==> src/rtl/pc_fetch_pkg.sv <==
// pc_fetch_pkg: shared width, reset PC default and FSM encoding for the fetch unit
package pc_fetch_pkg;
  localparam int PC_XLEN = 32;
  localparam logic [PC_XLEN-1:0] PC_RESET_DEFAULT = '0;
  typedef enum logic [1:0] {IDLE = 2'd0, RUN = 2'd1, STALL = 2'd2, HALT = 2'd3} pc_state_t;
endpackage

==> src/rtl/pc_fetch_if.sv <==
// pc_fetch_if: control inputs and PC/status outputs between the CPU core and pc_fetch
interface pc_fetch_if #(parameter int XLEN = pc_fetch_pkg::PC_XLEN);
  logic            start;
  logic            stall;
  logic [XLEN-1:0] seq_pc_i;
  logic            br_taken_i;
  logic [XLEN-1:0] br_target_i;
  logic            jmp_i;
  logic [XLEN-1:0] jmp_target_i;
  logic            halt_i;
  logic [XLEN-1:0] pc_o;
  logic            valid_o;
  logic [1:0]      state_o;
  logic [31:0]     retired_o;
  logic            misalign_o;
  modport master (
    output start, stall, seq_pc_i, br_taken_i, br_target_i, jmp_i, jmp_target_i, halt_i,
    input  pc_o, valid_o, state_o, retired_o, misalign_o
  );
  modport slave (
    input  start, stall, seq_pc_i, br_taken_i, br_target_i, jmp_i, jmp_target_i, halt_i,
    output pc_o, valid_o, state_o, retired_o, misalign_o
  );
endinterface

==> src/rtl/pc_next_sel.sv <==
// pc_next_sel: next-PC priority pending > jump > branch > sequential; redirect targets
// are word-aligned by clearing bits[1:0] unless PC_FETCH_ALIGN_CHECK_EN keeps them raw for checking
module pc_next_sel #(parameter int XLEN = pc_fetch_pkg::PC_XLEN) (
  input  logic            pend_v,
  input  logic [XLEN-1:0] pend_pc,
  input  logic            jmp,
  input  logic [XLEN-1:0] jmp_pc,
  input  logic            br,
  input  logic [XLEN-1:0] br_pc,
  input  logic [XLEN-1:0] seq_pc,
  output logic [XLEN-1:0] next_pc,
  output logic            redir
);
  logic [XLEN-1:0] tgt;
  always_comb begin
    tgt   = pend_v ? pend_pc : jmp ? jmp_pc : br_pc;
    redir = pend_v | jmp | br;
  end
`ifdef PC_FETCH_ALIGN_CHECK_EN
  assign next_pc = redir ? tgt : seq_pc;
`else
  assign next_pc = redir ? {tgt[XLEN-1:2], 2'b00} : seq_pc;
`endif
endmodule

==> src/rtl/pc_fetch.sv <==
// pc_fetch: program-counter FSM with 1-entry pending redirect across stalls;
// PC_FETCH_ALIGN_CHECK_EN halts on misaligned redirect targets with a sticky flag
module pc_fetch import pc_fetch_pkg::*; #(
  parameter int              XLEN     = PC_XLEN,
  parameter logic [XLEN-1:0] RESET_PC = PC_RESET_DEFAULT
) (
  input logic       clk,
  input logic       rst_n,
  pc_fetch_if.slave bus
);
  pc_state_t       state, state_nx;
  logic [XLEN-1:0] pc, pend_pc, sel_pc;
  logic [31:0]     retired;
  logic            pend_v, sel_redir, adv, cap, bad;
  pc_next_sel #(.XLEN(XLEN)) u_sel (
    .pend_v (pend_v),
    .pend_pc(pend_pc),
    .jmp    (bus.jmp_i),
    .jmp_pc (bus.jmp_target_i),
    .br     (bus.br_taken_i),
    .br_pc  (bus.br_target_i),
    .seq_pc (bus.seq_pc_i),
    .next_pc(sel_pc),
    .redir  (sel_redir)
  );
`ifdef PC_FETCH_ALIGN_CHECK_EN
  logic mis;
  assign bad = sel_redir && |sel_pc[1:0];
  always_ff @(posedge clk or negedge rst_n)
    if (!rst_n) mis <= 1'b0;
    else if (state != HALT && state_nx == HALT && bad && !(state == RUN && bus.halt_i)) mis <= 1'b1;
  assign bus.misalign_o = mis;
`else
  assign bad = 1'b0;
  assign bus.misalign_o = 1'b0;
`endif
  // a stall in RUN takes precedence over halt and parks any redirect in the pending slot
  always_comb begin
    state_nx = state;
    adv = 1'b0;
    cap = 1'b0;
    case (state)
      IDLE: state_nx = bus.start ? RUN : IDLE;
      RUN: begin
        state_nx = bus.stall ? STALL : (bus.halt_i || bad) ? HALT : RUN;
        cap = bus.stall;
        adv = !bus.stall && !bus.halt_i && !bad;
      end
      STALL: begin
        state_nx = bus.stall ? STALL : (pend_v && bad) ? HALT : RUN;
        adv = !bus.stall && pend_v && !bad;
      end
      default: state_nx = HALT;
    endcase
  end
  always_ff @(posedge clk or negedge rst_n)
    if (!rst_n) begin
      state   <= IDLE;
      pc      <= RESET_PC;
      pend_v  <= 1'b0;
      pend_pc <= '0;
      retired <= '0;
    end else begin
      state <= state_nx;
      if (adv) pc <= sel_pc;
      if (cap) begin
        pend_v  <= sel_redir;
        pend_pc <= sel_pc;
      end else if (state == STALL && !bus.stall) pend_v <= 1'b0;
      if (adv || (state != HALT && state_nx == HALT)) retired <= retired + 32'd1;
    end
  assign bus.pc_o      = pc;
  assign bus.state_o   = state;
  assign bus.valid_o   = state == RUN || state == STALL;
  assign bus.retired_o = retired;
endmodule

==> src/flat_wrapper.sv <==
// flat-port wrapper written by rule: the top's interface ports become plain ports
module pc_fetch_flat import pc_fetch_pkg::*;
#(
  parameter int              XLEN     = PC_XLEN,
  parameter logic [XLEN-1:0] RESET_PC = PC_RESET_DEFAULT
)
  (clk, rst_n, bus_start, bus_stall, bus_seq_pc_i, bus_br_taken_i, bus_br_target_i, bus_jmp_i, bus_jmp_target_i, bus_halt_i, bus_pc_o, bus_valid_o, bus_state_o, bus_retired_o, bus_misalign_o);
  pc_fetch_if #(.XLEN(XLEN)) bus_i ();
  input logic clk;
  input logic rst_n;
  input wire logic [$bits(bus_i.start)-1:0] bus_start;
  input wire logic [$bits(bus_i.stall)-1:0] bus_stall;
  input wire logic [$bits(bus_i.seq_pc_i)-1:0] bus_seq_pc_i;
  input wire logic [$bits(bus_i.br_taken_i)-1:0] bus_br_taken_i;
  input wire logic [$bits(bus_i.br_target_i)-1:0] bus_br_target_i;
  input wire logic [$bits(bus_i.jmp_i)-1:0] bus_jmp_i;
  input wire logic [$bits(bus_i.jmp_target_i)-1:0] bus_jmp_target_i;
  input wire logic [$bits(bus_i.halt_i)-1:0] bus_halt_i;
  output wire logic [$bits(bus_i.pc_o)-1:0] bus_pc_o;
  output wire logic [$bits(bus_i.valid_o)-1:0] bus_valid_o;
  output wire logic [$bits(bus_i.state_o)-1:0] bus_state_o;
  output wire logic [$bits(bus_i.retired_o)-1:0] bus_retired_o;
  output wire logic [$bits(bus_i.misalign_o)-1:0] bus_misalign_o;
  assign bus_i.start = bus_start;
  assign bus_i.stall = bus_stall;
  assign bus_i.seq_pc_i = bus_seq_pc_i;
  assign bus_i.br_taken_i = bus_br_taken_i;
  assign bus_i.br_target_i = bus_br_target_i;
  assign bus_i.jmp_i = bus_jmp_i;
  assign bus_i.jmp_target_i = bus_jmp_target_i;
  assign bus_i.halt_i = bus_halt_i;
  assign bus_pc_o = bus_i.pc_o;
  assign bus_valid_o = bus_i.valid_o;
  assign bus_state_o = bus_i.state_o;
  assign bus_retired_o = bus_i.retired_o;
  assign bus_misalign_o = bus_i.misalign_o;
  pc_fetch #(.XLEN(XLEN), .RESET_PC(RESET_PC)) u_core (.clk(clk), .rst_n(rst_n), .bus(bus_i));
endmodule
==> config.mk <==
export PLATFORM = sky130hd
export DESIGN_NAME = pc_fetch_flat
export DESIGN_NICKNAME = d
export VERILOG_FILES = /design/src/rtl/pc_fetch_pkg.sv /design/src/rtl/pc_fetch_if.sv /design/src/rtl/pc_next_sel.sv /design/src/rtl/pc_fetch.sv /design/src/flat_wrapper.sv
export SDC_FILE = /design/constraint.sdc
export NUM_CORES = 1
export LEC_CHECK = 0
export BUFFER_PORTS_ARGS = -buffer_cell sky130_fd_sc_hd__buf_2
export CORE_MARGIN = 8
export CORE_UTILIZATION = 32
export DETAILED_ROUTE_END_ITERATION = 10
export PLACE_DENSITY_LB_ADDON = 0.2
export SYNTH_ARGS = -nofsm -noshare
export SYNTH_HDL_FRONTEND = slang
export SYNTH_SLANG_ARGS = --single-unit
==> constraint.sdc <==
create_clock -name clk -period 3.8 [get_ports clk]
set_input_delay 0.38 -clock clk [delete_from_list [all_inputs] [get_ports clk]]
set_output_delay 0.38 -clock clk [all_outputs]
set_load 0.01 [all_outputs]
=== Word level (Yosys, flattened, before mapping) ===
Index checks and enable logic that the tools add are counted.

* Bits in registers: 99
* Bits of input ports: 103
* Output and inout port bits: 68
* Word-level logic and storage cells: 34

* $add $sub $neg: 1
* Equal/unequal tests: 4
* Multiplexer cells: 12
* Bitwise gates (word level): 2
* Reductions and logical operators: 10

{| class="wikitable"
|+ Operator list
! operator !! number
|-
| two-way mux 32 bit || 3
|-
| adder 32 x 1 -> 32 bit, second input constant || 1
|-
| two-way mux 2 bit || 3
|-
| case mux 2 bit (3 select lines) || 1
|-
| == test 2 bit, second input constant || 2
|-
| logical AND 1 bit || 4
|-
| two-way mux 1 bit || 4
|-
| == test 2 x 1 -> 1 bit, second input constant || 1
|-
| logical NOT 1 bit || 2
|-
| logical NOT 2 bit || 1
|-
| logical OR 1 bit || 2
|-
| != test 2 bit, second input constant || 1
|-
| bitwise OR 1 bit || 2
|-
| case mux 1 bit (2 select lines) || 1
|-
| nonzero test 2 bit || 1
|}

=== Logic depth before layout (Yosys ltp) ===
Gate-level depths: netlist (run 1).

* Depth after elaboration: 6
* Depth in mapped cells: 8
* Gate-level depth less buffers: 6

=== By module ===
From an unflattened synthesis (run 1), not the netlist that was laid out.

* Cell total of the unflattened synthesis: 482
* Area, all modules: 5009.8 µm²

{| class="wikitable"
|+ By module, submodules not included
! module !! instances !! cells an instance !! area each (µm²) !! seq. area each (µm²)
|-
| pc_fetch || 1 || 371 || 4275.4 || 2477.4
|-
| pc_next_sel || 1 || 111 || 734.5 || 0.0
|}

=== Worst setup path after synthesis (run 1) ===
Ideal clock, no wire load.

* Path kind: reg-to-reg
* From: register u_core.state[0] (netlist: u_core.bus.state_o[0])
* To: register u_core.retired[25] (netlist: u_core.bus.retired_o[25])
* Library setup time: 0.128 ns
* Data arrival time: 2.016 ns
* Data required time: 3.672 ns
* Setup slack: 1.656 ns
* Stages on the path, launching flop included: 8
* Buffers on the path: 1
* Clock period less this slack: 2.144 ns
* Path through: dfrtp_1 inv_1 ha_1 o21bai_1 a221oi_1 clkbuf_1 o2111ai_1 xnor2_1

* Cells in the longest elaborated chain, start to end: 5
* Elaborated cells between the ends (all ways): 9
* Classes of those cells: eq/ne (4); mux (2); reduce/logical (3)

{| class="wikitable"
|+ Ends and longest elaborated chain
! item !! line !! text
|-
| start: declaration || pc_fetch.sv:11 || <nowiki>pc_state_t state, state_nx;</nowiki>
|-
| start signal: assignment || pc_fetch.sv:64 || <nowiki>state <= state_nx;</nowiki>
|-
| == test 2 bit (tied with other cells) || pc_fetch.sv:42 || <nowiki>case (state)</nowiki>
|-
| case mux 2 bit (3 select lines) || pc_fetch.sv:42 ||
|-
| == test 2 bit || pc_fetch.sv:70 || <nowiki>if (adv || (state != HALT && state_nx == HALT)) retired <= retired + 32'd1;</nowiki>
|-
| logical AND 1 bit || pc_fetch.sv:70 ||
|-
| logical OR 1 bit * || pc_fetch.sv:70 ||
|-
| end signal: assignment || pc_fetch.sv:70 ||
|-
| end: declaration || pc_fetch.sv:13 || <nowiki>logic [31:0] retired;</nowiki>
|}

Mark *: on every way between the ends. The rest lies on a longest branch, timed or not.
A chain may end at the register's enable or synchronous reset.

=== Worst setup path after layout (run 1) ===
* From: register u_core.state[0] (netlist: u_core.bus.state_o[0])
* To: register u_core.pc[13] (netlist: u_core.bus.pc_o[13])

* Cells in the longest elaborated chain, start to end: 2
* Elaborated cells between the ends (all ways): 3
* Classes of those cells: eq/ne (2); mux (1)

{| class="wikitable"
|+ Ends and longest elaborated chain
! item !! line !! text
|-
| == test 2 bit / == test 2 x 1 -> 1 bit (equally long branches) || pc_fetch.sv:42 ||
|-
| case mux 1 bit (2 select lines) * || pc_fetch.sv:42 ||
|-
| end signal: assignment || pc_fetch.sv:65 || <nowiki>if (adv) pc <= sel_pc;</nowiki>
|-
| end: declaration || pc_fetch.sv:12 || <nowiki>logic [XLEN-1:0] pc, pend_pc, sel_pc;</nowiki>
|}

Marked as above.

==> impl_metrics.prom, run 1 <==
# TYPE chip_impl_metric gauge
chip_impl_metric{name="syn_inst",unit=""} 507
chip_impl_metric{name="synth.yosys.seq_area_share",unit="%"} 48.35
chip_impl_metric{name="power_frac_clock",unit="%"} 24.2
chip_impl_metric{name="postSynthNetCount",unit=""} 616
chip_impl_info{name="cts_tree",value="yes"} 1
chip_impl_metric{name="hold_path_depth",unit=""} 3
chip_impl_metric{name="hpwl",unit="mm"} 9.993
chip_impl_metric{name="drt_pass1_iterations",unit=""} 5
chip_impl_metric{name="p_comb_share",unit="%"} 36.5
chip_impl_metric{name="io-pin-count",unit=""} 171
chip_impl_metric{name="dieArea",unit="um2"} 19950
chip_impl_metric{name="grt_pass1_wl",unit="mm"} 22.26
chip_impl_metric{name="reg2reg_setup_slack",unit="ns"} 1.27
chip_impl_metric{name="setup_viol_count_final",unit=""} 0
chip_impl_metric{name="placementRows",unit=""} 45
chip_impl_metric{name="clock_sinks",unit=""} 97
chip_impl_metric{name="filler_free_cell_count_of_the_finished_design",unit=""} 871
chip_impl_info{name="ys.flop_type",value="dfrtp_1"} 1
chip_impl_metric{name="layout-area-overhead-vs-synth",unit="%"} 27.17
chip_impl_metric{name="post_drt_via_cell_ratio",unit=""} 4.875
chip_impl_metric{name="track_usage",unit="%"} 13.96
chip_impl_metric{name="power.internal",unit="uW"} 2589
chip_impl_metric{name="via_count_of_the_first_global_routing_pass",unit=""} 4288
chip_impl_metric{name="worst_skew_pair.late_latency",unit="ns"} 0.35
chip_impl_metric{name="placement.io_buffers",unit=""} 165
chip_impl_metric{name="cts_buffer_depth",unit=""} 2
chip_impl_metric{name="relSlewSlack",unit="%"} 29.52
chip_impl_metric{name="skew",unit="ns"} 0.005063
chip_impl_metric{name="finalCriticalPeriod",unit="ns"} 2.527
chip_impl_info{name="crit-reg2reg-capture",value="u_core.bus.pc_o[13]"} 1
chip_impl_metric{name="p_switching",unit="uW"} 1547
chip_impl_metric{name="power_switching_share",unit="%"} 37.40
chip_impl_metric{name="post-place-cells",unit=""} 854
chip_impl_metric{name="maxCapViolCount",unit=""} 0
chip_impl_metric{name="max_ir_drop_vdd",unit="mV"} 0.3476
chip_impl_info{name="r2r-start",value="u_core.bus.state_o[0]"} 1
chip_impl_metric{name="wl_per_cell",unit="um"} 15.75
chip_impl_metric{name="grt_overflow",unit=""} 0
chip_impl_metric{name="post_cts_setup_buffer_count",unit=""} 0
chip_impl_info{name="status",value="finished, final reports clean"} 1
chip_impl_metric{name="critical_path_required",unit="ns"} 4.01
chip_impl_metric{name="postPlaceCellArea",unit="um2"} 6042
chip_impl_metric{name="syn-cell-area",unit="um2"} 5020
chip_impl_metric{name="drv_slew",unit=""} 0
chip_impl_metric{name="initial_core_util",unit="%"} 32.90
chip_impl_info{name="grt_setup_unrepaired",value="false"} 1
chip_impl_info{name="setup.worst_path.start_class",value="flip-flop"} 1
chip_impl_metric{name="final_design_area_no_fill",unit="um2"} 6384
chip_impl_metric{name="worstPathMaxFanout",unit=""} 52
chip_impl_metric{name="antenna_violations_before_repair",unit=""} 2
chip_impl_metric{name="synth-edff-count",unit=""} 0
chip_impl_metric{name="max_freq",unit="MHz"} 395.8
chip_impl_metric{name="routed-via-count",unit=""} 4246
chip_impl_info{name="hold_path_class",value="in -> reg"} 1
chip_impl_metric{name="fin_nets",unit=""} 764
chip_impl_metric{name="coreArea",unit="um2"} 15260
chip_impl_info{name="cts.root.buffer_cell",value="clkbuf_16"} 1
chip_impl_metric{name="syn-mean-instance-area",unit="um2"} 9.901
chip_impl_metric{name="transition_time_at_the_pin_with_the_least_slew_margin",unit="ns"} 1.057
chip_impl_metric{name="async_reset_ff_share",unit="%"} 100.0
chip_impl_metric{name="power_leakage",unit="uW"} 0.003048
chip_impl_metric{name="floorplan.die.width",unit="um"} 141.2
chip_impl_metric{name="fp.dieH",unit="um"} 141.2
chip_impl_metric{name="timing.reg2reg.worst_path_depth",unit=""} 6
chip_impl_info{name="hold-path-endpoint",value="u_core.bus.pc_o[0]"} 1
chip_impl_metric{name="antenna_cells",unit=""} 0
chip_impl_metric{name="grt_start_max_net_pins",unit=""} 62
chip_impl_info{name="critPathKind",value="reg -> reg"} 1
chip_impl_metric{name="fin_tns_setup",unit="ns"} 0
chip_impl_metric{name="p_per_area",unit="nW/um2"} 647.9
chip_impl_info{name="endpoint_kind",value="flip-flop"} 1
chip_impl_metric{name="power_frac_seq",unit="%"} 39.3
chip_impl_metric{name="detail_route.drc_violations",unit=""} 0
chip_impl_metric{name="post_cts_resized",unit=""} 0
chip_impl_metric{name="fin_crit_sh",unit="%"} 66.49
chip_impl_metric{name="timing.hold.ws",unit="ns"} 0.2543
chip_impl_metric{name="report.final.hold_viol_count",unit=""} 0
chip_impl_metric{name="totalWireLength",unit="mm"} 13.72
chip_impl_metric{name="clk_transition_reported_paths",unit="ns"} 0.07
chip_impl_metric{name="drive_gt1_share",unit="%"} 31.06
chip_impl_metric{name="ys_seq_elements",unit=""} 97
chip_impl_metric{name="h-tree-depth",unit=""} 3
chip_impl_metric{name="fillerInstances",unit=""} 1498
chip_impl_metric{name="synthDistinctLibCells",unit=""} 40
chip_impl_info{name="hold_path_startpoint",value="bus_seq_pc_i[0]"} 1
chip_impl_metric{name="first_drt_iteration_drcs",unit=""} 155
chip_impl_metric{name="critPathArrivalTime",unit="ns"} 2.73
chip_impl_metric{name="detail-route-antenna-nets",unit=""} 0
chip_impl_metric{name="tritoncts.num_buffers",unit=""} 9
chip_impl_metric{name="place.gp.congestion",unit=""} 0.8784
chip_impl_metric{name="ys_warn_count",unit=""} 0
==> Yosys cell counts, types with 2 or more instances <==
library cell,instances,share of area (%)
nand3b_1,2,0.30
a211oi_1,3,0.45
clkbuf_1,24,1.8
dfrtp_1,97,48
o211ai_1,2,0.30
buf_2,4,0.40
xor2_1,14,2.4
o21ai_0,64,6.4
and4_1,3,0.52
nor2_1,35,2.6
xnor2_1,17,3.0
ha_1,6,1.5
nor3_1,4,0.40
and2_1,2,0.25
o2111ai_1,9,1.6
o21ai_1,2,0.20
nand3_1,11,1.1
and3_1,3,0.37
mux2i_1,60,12
a21oi_1,30,3.0
a2111oi_2,11,3.3
buf_1,5,0.37
or4_4,2,0.45
nand2_1,71,5.3
inv_1,6,0.45
nand4_1,6,0.75
==> flip-flops by register name, summed over array words and instances (netlist names) <==
name / flops
u_core.bus.pc_o: 32
u_core.bus.retired_o: 32
u_core.pend_pc: 30
u_core.bus.state_o: 2
u_core.pend_v: 1
==> metal layers <==
layer	wire length, um	global-route usage (%)
met5	25	0
met4	172	4.186
met3	1260	5.604
met2	6294	22.21
met1	5963	17.03
==> worst max path at each step <==
stage,start,to,slack [ns]
2_1_floorplan,u_core.bus.state_o[0],u_core.bus.retired_o[25],1.66
3_3_place_gp,u_core.bus.state_o[0],u_core.bus.pc_o[28],1.33
3_5_place_dp,u_core.bus.state_o[0],u_core.bus.pc_o[13],1.24
4_1_cts,u_core.bus.state_o[0],u_core.bus.pc_o[13],1.23
5_1_grt,u_core.bus.state_o[0],u_core.bus.pc_o[13],0.99
6_report,u_core.bus.state_o[0],u_core.bus.pc_o[13],1.27
==> stage by stage <==
step                      total power (uW)  setup WS, ns  utilization, %
final                                 4136         1.273           41.84
after global routing                  4492        0.9882           41.84
after CTS                             4209         1.233           41.84
after detailed placement              3185         1.240           39.60
after global placement                3131         1.328           39.60
after floorplan                       2622         1.656               -
==> worst max-delay path, stage by stage, from the launching register on <==
cell and delay, ns:
dfrtp_1 0.42, inv_1 0.09, ha_1 0.26, and2_1 0.22, o21ai_4 0.67, buf_4 0.55, o21ai_0 0.16
==> cells in the final DEF (no fill, tap or decap), types with 2 or more instances in the layout <==
master      synthesis  final
xor2_1             14     14
clkbuf_16           0      9
a21oi_1            30     30
ha_1                6      6
nand3b_1            2      2
nor3_1              4      4
o211ai_1            2      2
and4_1              3      3
nand2_1            71     71
nor2_1             35     35
xnor2_1            17     17
or4_4               2      2
mux2i_1            60     60
nand3_1            11     11
buf_2               4    164
bufinv_16           0      2
nand4_1             6      6
dfrtp_1            97     96
clkinvlp_4          0      2
o21ai_0            64     64
a211oi_1            3      3
o2111ai_1           9      9
a2111oi_2          11     11
clkbuf_8            0      2
and3_1              3      3
inv_1               6      6
buf_4               1      6
==> power by group through the flow <==
stage | registers (uW) | clock network, uW | logic, uW
2_1_floorplan | 1680 | 0 | 947
3_3_place_gp | 1630 | 0 | 1500
3_5_place_dp | 1650 | 0 | 1540
4_1_cts | 1630 | 1040 | 1540
5_1_grt | 1680 | 1080 | 1730
6_report | 1630 | 1000 | 1510
==> what timing repair did <==
action | CTS | global route
setup endpoints to repair | 0 | 0
hold endpoints to repair | 12 | 0
hold buffers | 1 | 0
==> cell type report <==
type | count | area [um2] | share of cell area, %
tap | 211 | 264.0 | 4.136
clock buffer | 12 | 256.5 | 4.018
clock inverter | 4 | 75.07 | 1.176
sequential | 97 | 2429 | 38.04
inverter | 6 | 22.52 | 0.3528
multi-input combinational | 369 | 2441 | 38.24
timing repair buffer | 172 | 895.9 | 14.03
==> cells by family (layout without fill, tap and decap cells) <==
kind of cell             count (synthesis)  in the layout  synth area share, %
AND/OR/NAND/NOR                        143            143                12.94
AO/OA/AOI/OAI                          127            127                16.15
flip-flops                              97             97                48.35
multiplexers                            61             61                12.19
buffers and inverters                   41            194                3.390
XOR/XNOR                                31             31                5.409
adder cells (fa/ha/maj)                  6              6                1.495
other                                    1              1              0.07470
Power figures use the tool's default switching activity.
==> inputs of run 2 (changes only) <==
--- a/config.mk
+++ b/config.mk
@@ -5,6 +5,7 @@
 export SDC_FILE = /design/constraint.sdc
 export NUM_CORES = 1
 export LEC_CHECK = 0
+export ABC_AREA = 1
 export BUFFER_PORTS_ARGS = -buffer_cell sky130_fd_sc_hd__buf_2
 export CORE_MARGIN = 8
 export CORE_UTILIZATION = 32
==> constraint.sdc (replaced) <==
create_clock -name clk -period 2.2 [get_ports clk]
set_input_delay 0.22 -clock clk [delete_from_list [all_inputs] [get_ports clk]]
set_output_delay 0.22 -clock clk [all_outputs]
set_load 0.01 [all_outputs]
==> impl_metrics.prom, run 2 <==
# TYPE chip_impl_metric gauge
chip_impl_metric{name="post_cts_setup_buffer_count",unit=""} 0
chip_impl_metric{name="placement.io_buffers",unit=""} 165
chip_impl_metric{name="maxCapViolCount",unit=""} 0
chip_impl_metric{name="detail_route.drc_violations",unit=""} 0
chip_impl_metric{name="critical_path_required",unit="ns"} 2.40
chip_impl_metric{name="h-tree-depth",unit=""} 3
chip_impl_metric{name="critPathArrivalTime",unit="ns"} 1.99
chip_impl_metric{name="routed-via-count",unit=""} 5266
chip_impl_metric{name="drt_pass1_iterations",unit=""} 5
chip_impl_info{name="most-common-layout-cells",value="nand2_1 (356), buf_2 (164), dfrtp_1 (96)"} 1
chip_impl_metric{name="least_setup_slack_across_all_paths_after_layout",unit="ns"} 0.4145
chip_impl_metric{name="synth_top_area_share",unit="%"} 44.74
chip_impl_metric{name="setup_viol_count_final",unit=""} 0
chip_impl_info{name="timing.critical_path.cells",value="inv_1 -> ha_1 -> inv_1 -> nor2_1 -> nand3b_1 -> buf_6 -> o21ai_0"} 1
chip_impl_info{name="cpMaxStageDelayCell",value="dfrtp_1"} 1
chip_impl_info{name="ys.flop_type",value="dfrtp_1"} 1
chip_impl_info{name="cts_tree",value="yes"} 1
chip_impl_metric{name="synthDistinctLibCells",unit=""} 24
chip_impl_metric{name="fin_crit_sh",unit="%"} 81.16
chip_impl_metric{name="grt_overflow",unit=""} 0
chip_impl_metric{name="synth-edff-count",unit=""} 0
chip_impl_info{name="post-synth-top-area-cell",value="dfrtp_1"} 1
chip_impl_metric{name="max_ir_drop_vdd",unit="mV"} 0.4716
chip_impl_metric{name="worstPathMaxFanout",unit=""} 64
chip_impl_info{name="ys_top_cells_by_count",value="nand2_1 (358), dfrtp_1 (97), o21ai_0 (71), nor2_1 (59), inv_1 (35)"} 1
chip_impl_metric{name="fin_nets",unit=""} 1034
chip_impl_metric{name="track_usage",unit="%"} 15.17
chip_impl_metric{name="syn-cell-area",unit="um2"} 5425
chip_impl_info{name="hold_path_startpoint",value="bus_start"} 1
chip_impl_metric{name="p_per_area",unit="nW/um2"} 1073
chip_impl_metric{name="grt_pass1_wl",unit="mm"} 26.79
chip_impl_info{name="critPathKind",value="reg -> reg"} 1
chip_impl_metric{name="coreArea",unit="um2"} 16580
chip_impl_metric{name="first_drt_iteration_drcs",unit=""} 369
chip_impl_info{name="setup.worst_path.start_class",value="flip-flop"} 1
chip_impl_metric{name="place.gp.congestion",unit=""} 0.9096
chip_impl_metric{name="clock_sinks",unit=""} 97
chip_impl_metric{name="synth.yosys.seq_area_share",unit="%"} 44.74
chip_impl_metric{name="ys_warn_count",unit=""} 0
chip_impl_metric{name="ys_seq_elements",unit=""} 97
chip_impl_metric{name="layout-area-overhead-vs-synth",unit="%"} 25.37
chip_impl_info{name="grt_setup_unrepaired",value="false"} 1
chip_impl_metric{name="clk_transition_reported_paths",unit="ns"} 0.07
chip_impl_metric{name="place_ws",unit="ns"} 0.2624
chip_impl_metric{name="report.final.hold_viol_count",unit=""} 0
chip_impl_info{name="endpoint_kind",value="flip-flop"} 1
chip_impl_info{name="startpoint",value="u_core.bus.state_o[0]"} 1
chip_impl_metric{name="power_leakage",unit="uW"} 0.003535
chip_impl_metric{name="post_drt_via_cell_ratio",unit=""} 4.579
chip_impl_info{name="cts.root.buffer_cell",value="clkbuf_16"} 1
chip_impl_info{name="critical-path-top-cell-by-count",value="inv_1"} 1
chip_impl_info{name="hold_path_class",value="in -> reg"} 1
chip_impl_metric{name="placementRows",unit=""} 47
chip_impl_metric{name="filler_free_cell_count_of_the_finished_design",unit=""} 1150
chip_impl_metric{name="detail-route-antenna-nets",unit=""} 0
chip_impl_info{name="status",value="finished, final reports clean"} 1
chip_impl_metric{name="drive_gt1_share",unit="%"} 21.94
chip_impl_metric{name="antenna_cells",unit=""} 0
chip_impl_metric{name="fin_tns_setup",unit="ns"} 0
chip_impl_metric{name="relSlewSlack",unit="%"} 65.16
chip_impl_metric{name="cts_buffer_depth",unit=""} 2
chip_impl_metric{name="floorplan.die.width",unit="um"} 146.2
chip_impl_metric{name="skew",unit="ns"} 0.01071
chip_impl_metric{name="io-pin-count",unit=""} 171
chip_impl_metric{name="syn-mean-instance-area",unit="um2"} 6.991
chip_impl_info{name="mostFrequentLayoutCell",value="nand2_1"} 1
chip_impl_metric{name="fp.dieH",unit="um"} 146.2
chip_impl_metric{name="tritoncts.num_buffers",unit=""} 9
chip_impl_metric{name="max_freq",unit="MHz"} 560.1
chip_impl_metric{name="postSynthNetCount",unit=""} 885
chip_impl_metric{name="drv_slew",unit=""} 0
chip_impl_metric{name="wl_per_cell",unit="um"} 14.11
chip_impl_metric{name="post-place-cells",unit=""} 1133
chip_impl_metric{name="via_count_of_the_first_global_routing_pass",unit=""} 5057
chip_impl_metric{name="hpwl",unit="mm"} 12.10
chip_impl_metric{name="finalCriticalPeriod",unit="ns"} 1.786
chip_impl_info{name="post-synth-top-count-cell",value="nand2_1"} 1
chip_impl_metric{name="async_reset_ff_share",unit="%"} 100.0
chip_impl_metric{name="grt_start_max_net_pins",unit=""} 65
chip_impl_metric{name="worst_skew_pair.late_latency",unit="ns"} 0.35
chip_impl_metric{name="dieArea",unit="um2"} 21380
chip_impl_metric{name="transition_time_at_the_pin_with_the_least_slew_margin",unit="ns"} 0.5220
chip_impl_metric{name="syn_inst",unit=""} 776
chip_impl_metric{name="antenna_violations_before_repair",unit=""} 0
chip_impl_metric{name="critical-path-max-stage-delay",unit="ns"} 0.43
chip_impl_metric{name="fillerInstances",unit=""} 1811
chip_impl_metric{name="totalWireLength",unit="mm"} 16.23
chip_impl_metric{name="initial_core_util",unit="%"} 32.71
chip_impl_info{name="r2r-start",value="u_core.bus.state_o[0]"} 1
chip_impl_info{name="synthTopCellsByArea",value="dfrtp_1 (45%), nand2_1 (25%), o21ai_0 (6.5%)"} 1
-- run 2: cell families after synthesis --
kind of cell | share of synthesized area [%]
other | 0.06912
xor gates and xnor gates | 2.099
DFF | 44.74
adders and majority gates | 1.384
AOI/OAI and AO/OA | 12.96
buffers and inverters | 6.458
and+or+nand+nor | 32.29
-- run 2: cell type report --
cell class,instances,area (um2),area share [%]
repair buffers,177,987.2,14.51
well taps,220,275.3,4.047
clock inverters,5,62.56,0.9198
flip-flops and latches,97,2429,35.71
clock buffers,11,252.7,3.716
inverters,38,142.6,2.097
multi-input cells,602,2653,39.00
-- run 2: repair_timing --
| item | 4_1_cts | 5_1_grt |
|---|---|---|
| hold buffers | 1 | 0 |
| resized for setup | 0 | 1 |
| endpoints found under the hold margin | 32 | 0 |
| setup endpoints to repair | 0 | 2 |
-- run 2: through the flow --
step | instance area [um2] | hold WS (ns) | utilization, % | total power, uW
detailed placement | 6472 | 0.2215 | 39.03 | 5707
global placement | 6472 | 0.2121 | 39.03 | 5652
global route | 6802 | 0.1387 | 41.01 | 7924
CTS | 6798 | 0.09535 | 40.99 | 7434
finish | 6802 | 0.1223 | 41.01 | 7295
floorplan | 5425 | -0.07559 | - | 4687
-- run 2: worst paths after layout --
check / endpoint / slack, ns / depth (start not counted)
min: u_core.bus.state_o[0] / 0.12 / 3
max reg2reg: u_core.bus.pc_o[25] / 0.41 / 7
max in group asynchronous: u_core.pend_v / 1.18 / 3
max: u_core.bus.pc_o[25] / 0.41 / 7
min reg2reg: u_core.bus.pc_o[16] / 0.48 / 2
min in group asynchronous: u_core.bus.pc_o[23] / 0.37 / 2
-- run 2: critical path: cells and delay by family (launching register included) --
kind	cells	cell delay [ns]
buffers and inverters	3	0.56
DFF	1	0.43
and+or+nand+nor	2	0.27
adders and majority gates	1	0.18
AOI/OAI and AO/OA	1	0.17
-- run 2: layer usage --
layer	track usage, %	wire [um]	vias up	share of wire, %
li1	-	-	2770	-
met1	20.12	7788	2355	48
met2	24.12	7327	131	45
met3	4.450	1000	10	6.2
met4	2.937	111	0	0.68
met5	0	0	-	0
-- run 2: power by group --
part / switching [uW] / internal [uW] / total (uW)
sequential: 358 / 2380 / 2740
combinational: 1830 / 1050 / 2880
clock: 721 / 952 / 1670
